--- config.mk ---
export PLATFORM = sky130hd
export DESIGN_NAME = hazard_forward_unit
export DESIGN_NICKNAME = d
export VERILOG_FILES = /design/src/rtl/hazard_forward_unit.sv
export SDC_FILE = /design/constraint.sdc
export NUM_CORES = 1
export LEC_CHECK = 0
export ABC_AREA = 0
export ABC_CLOCK_PERIOD_IN_PS = 2400
export BUFFER_PORTS_ARGS = -buffer_cell sky130_fd_sc_hd__buf_4
export CORE_MARGIN = 4
export CORE_UTILIZATION = 40
export DETAILED_ROUTE_END_ITERATION = 16
export PLACE_DENSITY = 0.83
export REMOVE_ABC_BUFFERS = 1
export SYNTH_ARGS = -nofsm -noshare
export SYNTH_HDL_FRONTEND = slang
export SYNTH_SLANG_ARGS = --single-unit
--- constraint.sdc ---
create_clock -name clk -period 2.4 [get_ports clk]
set_input_delay 0.24 -clock clk [delete_from_list [all_inputs] [get_ports clk]]
set_output_delay 0.24 -clock clk [all_outputs]
set_load 0.005 [all_outputs]
--- src/rtl/hazard_forward_unit.sv ---
// hazard_forward_unit
// Decode-stage data-hazard and forwarding unit. A shift register of
// FWD_DEPTH entries mirrors the destination of every in-flight instruction
// downstream of decode. Each decode source operand is resolved against the
// youngest matching producer; a load whose data is not yet available stalls
// fetch/decode and a bubble is pushed instead. Stall cycles are counted with
// a saturating counter.

module hazard_forward_unit #(
  parameter int XLEN          = 32,
  parameter int REGISTER_SIZE = 5,
  parameter int NUM_SRC       = 2,
  parameter int FWD_DEPTH     = 2,
  parameter int LOAD_LATENCY  = 1,
  parameter int CNT_WIDTH     = 16
) (
  input  logic                                     clk,
  input  logic                                     rst,           // asynchronous, active-low
  input  logic                                     dec_valid,
  input  logic                                     dec_flush,
  input  logic [REGISTER_SIZE-1:0]                 dec_dest,
  input  logic                                     dec_reg_write,
  input  logic                                     dec_is_load,
  input  logic [NUM_SRC*REGISTER_SIZE-1:0]         dec_src,
  input  logic [NUM_SRC-1:0]                       dec_src_used,
  input  logic [NUM_SRC*XLEN-1:0]                  dec_operand,
  input  logic [FWD_DEPTH*XLEN-1:0]                stage_data,
  output logic [NUM_SRC*XLEN-1:0]                  fwd_operand,
  output logic [NUM_SRC*$clog2(FWD_DEPTH+1)-1:0]   fwd_sel,
  output logic                                     f_to_d_enable_ff,
  output logic                                     d_to_e_enable_ff,
  output logic [CNT_WIDTH-1:0]                     stall_count
);

  localparam int SEL_W = $clog2(FWD_DEPTH + 1);

  // In-flight tracker, index k = pipeline stage k (1 = execute).
  logic                     valid_r     [1:FWD_DEPTH];
  logic [REGISTER_SIZE-1:0] dest_r      [1:FWD_DEPTH];
  logic                     reg_write_r [1:FWD_DEPTH];
  logic                     is_load_r   [1:FWD_DEPTH];
  logic [CNT_WIDTH-1:0]     stall_count_r;

  // Per-slot resolution results.
  logic [NUM_SRC-1:0]       hazard_s;
  logic [SEL_W-1:0]         safe_sel_s  [NUM_SRC];
  logic                     stall_s;
  logic                     push_s;

  // A tracked producer supplies a source only for a real, nonzero read of a
  // register it actually writes; x0 never matches.
  function automatic logic src_hit(
    input logic                     valid_in,
    input logic                     used_in,
    input logic [REGISTER_SIZE-1:0] src_in,
    input logic                     entry_valid,
    input logic                     entry_rw,
    input logic [REGISTER_SIZE-1:0] entry_dest
  );
    src_hit = valid_in && used_in && (src_in != {REGISTER_SIZE{1'b0}}) &&
              entry_valid && entry_rw && (entry_dest == src_in);
  endfunction

  // Find the youngest producer per slot (hazard) and the youngest producer whose data is usable (forward select).
  always_comb begin
    hazard_s = {NUM_SRC{1'b0}};
    for (int i = 0; i < NUM_SRC; i++) begin
      safe_sel_s[i] = {SEL_W{1'b0}};
      // Walk oldest to youngest so the youngest match is the last one written.
      for (int k = FWD_DEPTH; k >= 1; k--) begin
        if (src_hit(dec_valid, dec_src_used[i], dec_src[i*REGISTER_SIZE +: REGISTER_SIZE],
                    valid_r[k], reg_write_r[k], dest_r[k])) begin
          hazard_s[i] = is_load_r[k] && (k <= LOAD_LATENCY);
          if (!(is_load_r[k] && (k <= LOAD_LATENCY))) begin
            safe_sel_s[i] = SEL_W'(k);
          end else begin
            safe_sel_s[i] = safe_sel_s[i];
          end
        end else begin
          hazard_s[i] = hazard_s[i];
        end
      end
    end
  end

  // Squashing the decode instruction removes the need to wait for its operands.
  always_comb begin
    stall_s          = (|hazard_s) && !dec_flush;
    push_s           = dec_valid && !dec_flush && !stall_s;
    f_to_d_enable_ff = !stall_s;
    d_to_e_enable_ff = !stall_s;
  end

  // Operand mux: register-file value unless a tracked stage was selected.
  always_comb begin
    fwd_operand = dec_operand;
    fwd_sel     = {(NUM_SRC*SEL_W){1'b0}};
    for (int i = 0; i < NUM_SRC; i++) begin
      fwd_sel[i*SEL_W +: SEL_W] = safe_sel_s[i];
      for (int k = 1; k <= FWD_DEPTH; k++) begin
        if (safe_sel_s[i] == SEL_W'(k)) begin
          fwd_operand[i*XLEN +: XLEN] = stage_data[(k-1)*XLEN +: XLEN];
        end else begin
          fwd_operand[i*XLEN +: XLEN] = fwd_operand[i*XLEN +: XLEN];
        end
      end
    end
  end

  // Advance the tracker one stage; stalls, flushes and idle decode insert a bubble.
  always_ff @(posedge clk or negedge rst) begin
    if (!rst) begin
      for (int k = 1; k <= FWD_DEPTH; k++) begin
        valid_r[k]     <= 1'b0;
        dest_r[k]      <= {REGISTER_SIZE{1'b0}};
        reg_write_r[k] <= 1'b0;
        is_load_r[k]   <= 1'b0;
      end
    end else begin
      for (int k = 2; k <= FWD_DEPTH; k++) begin
        valid_r[k]     <= valid_r[k-1];
        dest_r[k]      <= dest_r[k-1];
        reg_write_r[k] <= reg_write_r[k-1];
        is_load_r[k]   <= is_load_r[k-1];
      end
      if (push_s) begin
        valid_r[1]     <= 1'b1;
        dest_r[1]      <= dec_dest;
        reg_write_r[1] <= dec_reg_write;
        is_load_r[1]   <= dec_is_load;
      end else begin
        valid_r[1]     <= 1'b0;
        dest_r[1]      <= {REGISTER_SIZE{1'b0}};
        reg_write_r[1] <= 1'b0;
        is_load_r[1]   <= 1'b0;
      end
    end
  end

  // Saturating count of stalled cycles.
  always_ff @(posedge clk or negedge rst) begin
    if (!rst) begin
      stall_count_r <= {CNT_WIDTH{1'b0}};
    end else if (stall_s && (stall_count_r != {CNT_WIDTH{1'b1}})) begin
      stall_count_r <= stall_count_r + {{(CNT_WIDTH-1){1'b0}}, 1'b1};
    end else begin
      stall_count_r <= stall_count_r;
    end
  end

  assign stall_count = stall_count_r;

endmodule

# Yosys cells after proc, flatten, opt, wreduce, memory -nomap -nowiden

Index checks and enable logic that the tools add are counted.

Register bits: 31
Output and inout port bits: 86

Add/sub/neg operators: 1
Equality and inequality tests: 9
Multiplexer cells: 16
Reduce and logical (&&, ||, !) cells: 25

Operator list:

| cell                                                                   | number |
|---|---|
| 32-bit two-way mux                                                     | 4 |
| 5-bit equality test                                                    | 4 |
| 1-bit logical AND                                                      | 20 |
| 16-bit by 1-bit adder with 16-bit output (second input constant)       | 1 |
| 16-bit != test (second input constant)                                 | 1 |
| 2-bit two-way mux                                                      | 6 |
| 5-bit nonzero test                                                     | 2 |
| 1-bit two-way mux                                                      | 5 |
| 5-bit two-way mux                                                      | 1 |
| 2-bit by 1-bit equality test with 1-bit output (second input constant) | 2 |
| 2-bit equality test (second input constant)                            | 2 |
| 1-bit zero test                                                        | 2 |
| 2-bit OR reduction                                                     | 1 |

# Longest topological paths before layout

Word-level depth: 11
Mapped depth: 8
Mapped depth without buffers: 7

# Least setup slack after synthesis

OpenSTA, ideal clock, no wires.

Path kind: register -> output
Start point: reg dest_r[5] (netlist bit)
End point: out fwd_operand[25]
Arrival time: 1.832 ns
Data required time: 2.160 ns
Setup slack: 0.328 ns
Stages on the path, launching flop included: 9
Buffers on the path: 2
Cell sequence: dfrtp_1 -> xnor2_1 -> nand4_1 -> or4_4 -> nor2_1 -> buf_2 -> buf_2 -> nand2_1 -> o21ai_1

Word-level cells in the longest chain between the ends: 6

Ends and longest elaborated chain:

| element                                        | line | text |
|---|---|---|
| start: declaration                             | 39   | `logic [REGISTER_SIZE-1:0] dest_r [1:FWD_DEPTH];` |
| start signal: indexed assignment               | 115  | `dest_r[k] <= {REGISTER_SIZE{1'b0}};` |
| start signal: indexed assignment               | 122  | `dest_r[k] <= dest_r[k-1];` |
| 5-bit equality test *                          | 61   | `entry_valid && entry_rw && (entry_dest == src_in);` |
| 1-bit logical AND *                            | 61   |  |
| 2-bit two-way mux *                            | 71   | `if (src_hit(dec_valid, dec_src_used[i], dec_src[i*REGISTER_SIZE +: REGISTER_SIZE],` |
| named net fwd_sel[0]                           | 29   | `output logic [NUM_SRC*$clog2(FWD_DEPTH+1)-1:0] fwd_sel,` |
| 2-bit by 1-bit equality test with 1-bit output | 101  | `if (safe_sel_s[i] == SEL_W'(k)) begin` |
| 32-bit two-way mux                             | 101  |  |
| 32-bit two-way mux *                           | 101  |  |
| end: declaration                               | 28   | `output logic [NUM_SRC*XLEN-1:0] fwd_operand,` |

The timed path passes the listed nets; every way through them passes the cells marked *.

# Final worst setup path

Start point: reg dest_r[9] (netlist bit)
End point: out fwd_operand[37]

Word-level cells in the longest chain between the ends: 6

Ends and longest elaborated chain:

| element                                        | line |
|---|---|
| 5-bit equality test *                          | 61 |
| 1-bit logical AND *                            | 61 |
| 2-bit two-way mux *                            | 71 |
| 2-bit by 1-bit equality test with 1-bit output | 101 |
| 32-bit two-way mux                             | 101 |
| 32-bit two-way mux *                           | 101 |

Every way passes the cells marked *; elsewhere a longest branch is shown, timed or not.

==> results_dict.tcl <==
set metrics [dict create \
    status "finished with violations" \
    failed_checks "setup timing" \
    rr_startpoint "dest_r[9]$_DFF_PN0_" \
    finClkSkew_ns 0.00743 \
    ff2ff_path_depth 7 \
    die_x_um 92.7 \
    grt_pass1_vias 3688 \
    ys_async_sr_fraction 1.00 \
    worstSkewPairLatency_ns 0.29 \
    track_usage 0.289 \
    slew_headroom 0.675 \
    cts-root-buf "clkbuf_8" \
    io_pins 237 \
    crit_fanout 7 \
    leakage_nw 2.78 \
    endpoint "fwd_operand[37]" \
    arrival_ns 2.32 \
    hold_viol 0 \
    ys_seq_area_frac 0.270 \
    gp_congestion 0.888 \
    htree_levels 2 \
    via_per_inst 5.67 \
    rrSetupSlack_ns 0.15 \
    dp.cells 672 \
    dr.pass1.iters 6 \
    yosysWarnings 0 \
    drc 0 \
    antenna_found_initial 0 \
    fin_tns_setup_ns -3.43 \
    die_y_um 92.7 \
    num_antenna_cells 0 \
    fin_crit_sh 1.07 \
    p_clk_frac 0.307 \
    most-common-layout-cells "243 x buf_4, 60 x mux2i_1, 45 x nand2_1, 31 x o21ai_1, 30 x dfrtp_1" \
    netlist_instances 353 \
    grt_max_degree 40 \
    finalSetupViolations 64 \
    areaGrowthSynthToFinish_pct 95.6 \
    drive_gt1_frac 0.567 \
    max_freq_mhz 390 \
    cts_tree "yes" \
    clkSinkCount 31 \
    p_sw_frac 0.268 \
    synth.avg_cell_area_um2 8.13 \
    fin_cells 703 \
    dp_hpwl_mm 9.90 \
    final_common_cell "buf_4" \
    ys_ff_latch 31 \
    timing.max_cap.violations 0 \
    wl_mm 15.5 \
    cp-start-kind "register" \
    num-fill-cells 415 \
    cp-startpoint "dest_r[9]$_DFF_PN0_" \
    clockBufferDepth 2 \
    p_comb_frac 0.326 \
    io_buffers 236 \
    fin_crit_ns 2.56 \
    grt_overflow 0 \
    internal-power_mw 1.08 \
    cp.required_ns 2.16 \
    switchingPower_mw 0.396 \
    grt_pass1_wl_mm 19.5 \
    synth.distinct_cells 30 \
    nets 758 \
    initial_core_util 0.418 \
    path_clk_slew_ns 0.07 \
    synth_edf_count 0 \
    cp-end-kind "primary output" \
    placementRows 30 \
    synth_flop_cell "dfrtp_1" \
    num_vias 3988 \
    routedWlPerCell_um 22.1 \
    seq_power_share 0.366 \
    max-vdd-ir-drop_uv 442 \
    hold_path_class "input pin to register" \
    rsz0062_at_grt "true" \
    crit_type "register to primary output" \
    ant_nets 0 \
    detail_route.iter0.violations 235 \
    die_area_um2 8590 \
    r2r_end "stall_count[1]$_DFFE_PN0P_" \
    p_per_area_nw_per_um2 264 \
    fin_util 0.817 \
    core_area_um2 6870 \
    final-max-slew-violation-count 0 \
    setup_slack_ns -0.164 \
    cts_buffers 5 \
    syn_area_um2 2870 \
    worst_pin_slew_ns 0.484 \
]
## repair_timing
item                                   4_1_cts  5_1_grt
setup buffers                                7        3
endpoints found under the hold margin       31        0
hold buffers                                 1        0
setup endpoints to repair                   66       78
pin swaps                                    5       16
gates cloned                                 4        8
resized for setup                           34       95
## worst max-delay path, cell delays in order (launching register included)
cell       delay, ns
dfrtp_2         0.45
xnor2_2         0.17
nand4_1         0.10
or4_4           0.52
nor2_4          0.16
buf_12          0.15
clkbuf_16       0.15
nand2_1         0.06
o21ai_1         0.13
buf_4           0.15
## logic make-up after synthesis
group / Yosys count / share of synthesized area
buf+inv: 22 / 0.0375
compound gates: 68 / 0.129
fa+ha+maj: 1 / 0.00436
simple gates: 131 / 0.223
flops: 31 / 0.270
mux: 67 / 0.235
xor+xnor: 33 / 0.101
## layout make-up
| class | instances | area (um2) | area share |
|---|---|---|---|
| Sequential cell | 31 | 777 | 0.138 |
| Clock buffer | 7 | 96.3 | 0.0172 |
| Clock inverter | 1 | 7.51 | 0.00134 |
| Multi-Input combinational cell | 300 | 2270 | 0.404 |
| Tap cell | 96 | 120 | 0.0214 |
| Timing Repair Buffer | 268 | 2340 | 0.417 |
## routing by layer
| metal | up-vias | global-route usage | wire (um) |
|---|---|---|---|
| li1 | 1762 | - | - |
| met1 | 1884 | 0.324 | 5270 |
| met2 | 279 | 0.506 | 7870 |
| met3 | 63 | 0.0755 | 1610 |
| met4 | 0 | 0.140 | 760 |
| met5 | - | 0 | 0 |
## flip-flops by register name (all words and copies together) (netlist names)
name / flops
reg_write_r: 2
valid_r: 2
dest_r: 10
is_load_r: 1
stall_count: 16
## power groups by stage
stage / Clock [mW] / Sequential (mW) / Combinational [mW]
3_5_place_dp: 0 / 0.552 / 0.434
6_report: 0.455 / 0.543 / 0.483
5_1_grt: 0.494 / 0.544 / 0.513
4_1_cts: 0.468 / 0.542 / 0.441
2_1_floorplan: 0 / 0.550 / 0.101
3_3_place_gp: 0 / 0.552 / 0.424
## Yosys cell counts, types with 4 or more instances
library cell,n,share of area
nand4_1,12,0.026
o21ai_1,6,0.010
xor2_1,5,0.015
clkbuf_1,4,0.0052
mux2i_1,64,0.22
nand3_1,11,0.019
and3_1,8,0.017
nand2_1,72,0.094
or4_1,4,0.010
xnor2_1,28,0.085
o21ai_0,58,0.10
buf_2,17,0.030
nor2_1,5,0.0065
and2_1,7,0.015
dfrtp_1,31,0.27
## per-stage QoR
stage               cell area [um2]  power, mW  setup WS [ns]  hold WS (ns)
global route                   5610       1.55         -0.275         0.149
CTS                            5130       1.45        -0.0917         0.149
floorplan                      2760      0.650          -1.25       -0.0556
finish                         5610       1.48         -0.164         0.157
global placement               4800      0.976         0.0737         0.186
detailed placement             4800      0.986         0.0646         0.191
## worst min path at each step
stage	slack (ns)	startpoint	depth (start not counted)	end
3_3_place_gp	0.19	rst	1	stall_count[8]$_DFFE_PN0P_
3_5_place_dp	0.19	rst	1	stall_count[9]$_DFFE_PN0P_
5_1_grt	0.15	dec_dest[0]	2	dest_r[5]$_DFF_PN0_
4_1_cts	0.15	dec_dest[4]	2	dest_r[9]$_DFF_PN0_
6_report	0.16	dec_dest[0]	2	dest_r[5]$_DFF_PN0_
2_1_floorplan	-0.06	rst	0	dest_r[0]$_DFF_PN0_
No activity file was read; power rests on OpenSTA's default activity.
